`config.mk`:
```
export PLATFORM = sky130hd
export DESIGN_NAME = dmem_arbiter
export DESIGN_NICKNAME = d
export VERILOG_FILES = /design/src/rtl/dmem_arbiter.sv
export SDC_FILE = /design/constraint.sdc
export NUM_CORES = 1
export LEC_CHECK = 0
export BUFFER_PORTS_ARGS = -buffer_cell sky130_fd_sc_hd__buf_2
export CAP_MARGIN = 5
export CORE_AREA = 8 8 114 116
export CTS_CLUSTER_SIZE = 10
export DETAILED_ROUTE_END_ITERATION = 12
export DIE_AREA = 0 0 122 124
export MAX_ROUTING_LAYER = met4
export PLACE_DENSITY = 0.75
export SLEW_MARGIN = 20
export SYNTH_ARGS = -nofsm -noshare
export SYNTH_HDL_FRONTEND = slang
export SYNTH_SLANG_ARGS = --single-unit
```
`constraint.sdc`:
```
create_clock -name clk -period 5 [get_ports clk]
set_input_delay 1.25 -clock clk [delete_from_list [all_inputs] [get_ports clk]]
set_output_delay 1.25 -clock clk [all_outputs]
set_load 0.05 [all_outputs]
```
`src/rtl/dmem_arbiter.sv`:
```
// dmem_arbiter
//   Shares one single-port data-memory BRAM between two requesters:
//   port 0 (load/store unit) and port 1 (debug/program loader).
//   Round-robin arbitration, byte/half/word decode to a lane-aligned word
//   access with byte write mask, and an RD_LAT-deep response pipeline that
//   returns lane-extracted read data in order.
//
// Parameters
//   RD_LAT        BRAM read latency in cycles (1..4)
// Ports
//   clk, rst      clock, asynchronous active-high reset
//   reqN/weN      request valid / store (1) or load (0)
//   addrN/wdataN  byte address / right-aligned store data
//   sizeN         00 byte, 01 half, 10 word, 11 illegal
//   gntN          request accepted this cycle (combinational)
//   rvalidN       one-cycle response pulse
//   rdataN/errN   load data (zero-extended) / misaligned-or-illegal flag
//   mem_we/mem_addr/mem_wd   BRAM write lanes, word address, shifted data
//   mem_rd        BRAM read word, RD_LAT cycles after its address
module dmem_arbiter #(
   parameter int RD_LAT = 1
) (
   input  logic        clk,
   input  logic        rst,
   input  logic        req0,
   input  logic        we0,
   input  logic [31:0] addr0,
   input  logic [31:0] wdata0,
   input  logic [1:0]  size0,
   input  logic        req1,
   input  logic        we1,
   input  logic [31:0] addr1,
   input  logic [31:0] wdata1,
   input  logic [1:0]  size1,
   output logic        gnt0,
   output logic        gnt1,
   output logic        rvalid0,
   output logic        rvalid1,
   output logic [31:0] rdata0,
   output logic [31:0] rdata1,
   output logic        err0,
   output logic        err1,
   output logic [3:0]  mem_we,
   output logic [31:0] mem_addr,
   output logic [31:0] mem_wd,
   input  logic [31:0] mem_rd
);

   typedef struct packed {
      logic       valid;
      logic       port;
      logic [1:0] off;
      logic [1:0] size;
      logic       err;
      logic       store;
   } rsp_ent_t;

   // last = port granted most recently (1 after reset so port 0 wins first)
   logic        last;
   logic        any_gnt;
   logic        sel;
   logic        s_we;
   logic [31:0] s_addr;
   logic [31:0] s_wdata;
   logic [1:0]  s_size;
   logic [1:0]  off;
   logic        bad;
   logic [3:0]  mask;

   rsp_ent_t    issue;
   rsp_ent_t    pipe [1:RD_LAT];
   rsp_ent_t    head;
   logic [31:0] lane;
   logic [31:0] ld_data;
   logic [31:0] rsp_data;

   // ---------------- arbitration ----------------
   always_comb begin
      gnt0 = req0 & (~req1 | last);
      gnt1 = req1 & (~req0 | ~last);
   end

   assign any_gnt = gnt0 | gnt1;
   assign sel     = gnt1;

   // ---------------- winner decode ----------------
   always_comb begin
      s_we    = sel ? we1    : we0;
      s_addr  = sel ? addr1  : addr0;
      s_wdata = sel ? wdata1 : wdata0;
      s_size  = sel ? size1  : size0;
      off     = s_addr[1:0];
   end

   always_comb begin
      bad  = 1'b0;
      mask = 4'b0000;
      case (s_size)
         2'b00: mask = 4'b0001 << off;
         2'b01: begin
            bad  = off[0];
            mask = 4'b0011 << off;
         end
         2'b10: begin
            bad  = |off;
            mask = 4'b1111;
         end
         default: bad = 1'b1;
      endcase
   end

   // Erroneous requests are still granted and tracked, but never write.
   always_comb begin
      mem_we   = (any_gnt & s_we & ~bad) ? mask : 4'b0000;
      mem_addr = any_gnt ? {s_addr[31:2], 2'b00} : 32'h0;
      mem_wd   = any_gnt ? (s_wdata << {off, 3'b000}) : 32'h0;
   end

   always_comb begin
      issue.valid = any_gnt;
      issue.port  = sel;
      issue.off   = off;
      issue.size  = s_size;
      issue.err   = bad;
      issue.store = s_we;
   end

   // ---------------- response pipeline ----------------
   // Stage k holds the access issued k cycles ago; stage RD_LAT lines up
   // with the BRAM read word for that access.
   always_ff @(posedge clk or posedge rst) begin
      if (rst) begin
         last <= 1'b1;
         for (int i = 1; i <= RD_LAT; i++) pipe[i] <= '0;
      end else begin
         if (any_gnt) last <= sel;
         pipe[1] <= issue;
         for (int i = 2; i <= RD_LAT; i++) pipe[i] <= pipe[i-1];
      end
   end

   assign head = pipe[RD_LAT];
   assign lane = mem_rd >> {head.off, 3'b000};

   always_comb begin
      case (head.size)
         2'b00:   ld_data = {24'h0, lane[7:0]};
         2'b01:   ld_data = {16'h0, lane[15:0]};
         default: ld_data = lane;
      endcase
      rsp_data = (head.valid & ~head.err & ~head.store) ? ld_data : 32'h0;
   end

   always_comb begin
      rvalid0 = head.valid & ~head.port;
      rvalid1 = head.valid &  head.port;
      err0    = rvalid0 & head.err;
      err1    = rvalid1 & head.err;
      rdata0  = head.port ? 32'h0 : rsp_data;
      rdata1  = head.port ? rsp_data : 32'h0;
   end

endmodule

```
==> impl_metrics.sql <==
INSERT INTO impl_metrics (metric_group, metric, value, unit) VALUES
('cells_and_area', 'fin_cells', '887', ''),
('floorplan', 'coreArea', '11200', 'sq um'),
('yosys', 'ys_types', '44', ''),
('run', 'max_cap_violations', '0', ''),
('cells_and_area', 'antenna_cells_inserted', '0', ''),
('sta', 'rsz0062_at_grt', 'false', ''),
('place', 'place_ws', '643', 'ps'),
('detailed_routing', 'num_vias', '4427', ''),
('run_status', 'status', 'finished clean', ''),
('setup_path', 'crit_type', 'in2out', ''),
('global_routing', 'grtUsageTotal', '0.183', ''),
('place', 'io_buffer_count', '305', ''),
('cells_and_area', 'n_fill_cell', '1198', ''),
('floorplan', 'die-area', '15100', 'sq um'),
('floorplan', 'fp-row-count', '39', ''),
('detailed_routing', 'ant_nets', '0', ''),
('yosys', 'synth-adder-area-share', '0', ''),
('yosys', 'synth_seq_cells', '9', ''),
('setup_path', 'arrival', '3160', 'ps'),
('yosys', 'synth-compound-area-share', '0.234', ''),
('yosys', 'ys_dominant_reg_cell', 'sky130_fd_sc_hd__dfrtp_1', ''),
('detailed_routing', 'drt_iter0_markers', '236', ''),
('detailed_routing', 'detailedRoute.firstPassIterationCount', '5', ''),
('yosys', 'synth_edf_count', '0', ''),
('global_routing', 'gr-total-overflow', '0', ''),
('cells_and_area', 'syn2layout_area_growth', '56.5', '%'),
('sta', 'totalNegativeSetupSlack', '0', 'ps'),
('yosys', 'synthesis.yosys.warnings', '0', ''),
('clocking', 'postCtsSetupBuffers', '0', ''),
('place', 'hpwl', '13.3', 'mm'),
('setup_path', 'required', '3750', 'ps'),
('cells_and_area', 'fraction_of_layout_instances_using_a_drive_strength_above_1', '0.481', ''),
('clocking', 'clock-sinks', '9', ''),
('yosys', 'post_synth_and_or_nand_nor_area_fraction', '0.321', ''),
('place', 'placedCellCount', '883', ''),
('floorplan', 'die_width', '122', 'microns'),
('sta', 'period_needed', '4410', 'ps'),
('sta', 'worst_clock_skew', '1.33', 'ps'),
('clocking', 'ctsRootBufferMaster', 'sky130_fd_sc_hd__clkbuf_16', ''),
('detailed_routing', 'drt_drc_violations_left', '0', ''),
('pwr', 'ir_worst_vdd', '0.000108', 'V'),
('sta', 'final_report_setup_violation_count', '0', ''),
('global_routing', 'number_of_antenna_violations_at_the_first_check_in_global_routing', '0', ''),
('detailed_routing', 'post_drt_wl_per_cell', '17.3', 'microns'),
('global_routing', 'grt_start_max_net_pins', '58', ''),
('pwr', 'cellLeakagePower', '2.62', 'nW'),
('sta', 'transition_at_the_pin_with_the_smallest_max_transition_slack', '832', 'ps'),
('sta', 'achievable_clock_frequency', '227', 'MHz'),
('cells_and_area', 'multiInputGateArea', '2490', 'sq um'),
('setup_path', 'critical_path_peak_fanout', '14', ''),
('clocking', 'hold_bufs_at_cts', '0', ''),
('worst_hold_path', 'hold_class', 'reg2reg', ''),
('setup_path', 'crit_path_start_kind', 'primary input', ''),
('setup_path', 'end_kind', 'output pin', ''),
('clocking', 'cts-resized-gates', '0', ''),
('floorplan', 'starting_density_of_the_core', '0.265', ''),
('clocking', 'tritoncts', 'built', ''),
('yosys', 'postSynthAreaPerCell', '6.37', 'sq um'),
('clocking', 'clk_latency', '230', 'ps'),
('cells_and_area', 'final-seq-area', '226', 'sq um'),
('yosys', 'yosysTopAreaCellShare', '0.166', ''),
('yosys', 'asyncSetResetFlopFracSynth', '1.00', ''),
('sta', 'timing.max_slew.rel_slack', '0.445', ''),
('global_routing', 'grt_pass1_vias', '4281', ''),
('yosys', 'postSynthCellCount', '465', ''),
('cells_and_area', 'num-nets-final', '915', ''),
('place', 'place_congestion', '0.912', ''),
('detailed_routing', 'wl', '15.3', 'mm'),
('yosys', 'most_used_standard_cells_in_the_synthesized_netlist', '94 x sky130_fd_sc_hd__nor2_1, 80 x sky130_fd_sc_hd__nand2_1, 49 x sky130_fd_sc_hd__mux2i_1, 33 x sky130_fd_sc_hd__o21ai_0, 28 x sky130_fd_sc_hd__mux2_2', ''),
('yosys', 'synth_top_family_by_area', 'simple AND/OR/NAND/NOR gates', ''),
('sta', 'final_hold_viol_count', '0', '');
-- cells by family (layout without fill, tap and decap cells) --
| kind of cell | Yosys count | count (layout) |
|---|---|---|
| buffers and inverters | 49 | 327 |
| and+or+nand+nor | 218 | 218 |
| DFF | 9 | 9 |
| other | 1 | 2 |
| xor gates and xnor gates | 2 | 2 |
| muxes | 78 | 78 |
| AOI/OAI and AO/OA | 108 | 108 |
-- placed cells by master, fill, tap and decap left out, drive strengths merged --
| master | n |
|---|---|
| a211oi | 8 |
| a21boi | 1 |
| a21oi | 26 |
| a311oi | 1 |
| a31oi | 1 |
| a32oi | 2 |
| and2 | 19 |
| buf | 316 |
| clkbuf | 4 |
| clkinv | 1 |
| conb | 2 |
| dfrtp | 8 |
| dfstp | 1 |
| inv | 6 |
| mux2 | 28 |
| mux2i | 50 |
| nand2 | 81 |
| nand2b | 2 |
| nand3b | 1 |
| nand4b | 2 |
| nor2 | 95 |
| nor2b | 10 |
| nor3 | 2 |
| nor3b | 1 |
| nor4b | 2 |
| o211ai | 8 |
| o21a | 2 |
| o21ai | 33 |
| o22a | 8 |
| o22ai | 8 |
| o2bb2ai | 8 |
| o31ai | 2 |
| or2 | 2 |
| or4 | 1 |
| xnor2 | 2 |
-- flip-flops by register name, summed over array words and instances (netlist names) --
name	flops
head	8
last	1
-- per-stage QoR --
stage,power [mW],hold WS (ps),cell area (sq um),util
6_report,0.932,509,4640,0.415
3_5_place_dp,0.791,511,4560,0.408
5_1_grt,0.983,539,4640,0.415
2_1_floorplan,0.594,475,2970,-
4_1_cts,0.935,509,4640,0.415
3_3_place_gp,0.788,486,4560,0.408
-- final timing paths --
check,from,end,slack [ps],depth (start not counted)
min,last,last,510,2
max in group asynchronous,rst,last,3760,2
max reg2reg,last,head[2],3380,3
min reg2reg,last,last,510,2
max,req1,mem_wd[28],590,7
min in group asynchronous,rst,head[1],960,2
-- area by class of cell --
| type | instances | area share |
|---|---|---|
| repair buffers | 316 | 0.353 |
| inverters | 7 | 0.00567 |
| multi-input cells | 408 | 0.537 |
| flip-flops and latches | 9 | 0.0488 |
| clock buffers | 4 | 0.0170 |
| well taps | 143 | 0.0386 |
-- where the power goes --
| group | switching (mW) | internal (mW) | total, mW |
|---|---|---|---|
| clock | 0.0330 | 0.106 | 0.139 |
| sequential | 0.0165 | 0.0812 | 0.0977 |
| combinational | 0.483 | 0.212 | 0.695 |
| total | 0.533 | 0.399 | 0.932 |
-- critical path: stages --
cell and delay, ps:
sky130_fd_sc_hd__buf_2 100, sky130_fd_sc_hd__a21boi_4 430, sky130_fd_sc_hd__mux2i_2 430, sky130_fd_sc_hd__inv_2 200, sky130_fd_sc_hd__nand2_1 350, sky130_fd_sc_hd__o22ai_1 150, sky130_fd_sc_hd__buf_2 240
-- layer usage --
metal,share of wire,GRT usage,vias up,wire length [microns]
met1,0.38,0.199,1969,5810
met4,0.031,0.0879,0,468
met3,0.097,0.0281,30,1480
met2,0.49,0.321,268,7580
met5,0,-,-,0
li1,-,-,2160,-
Note: power is estimated with default switching activity, not from simulation.
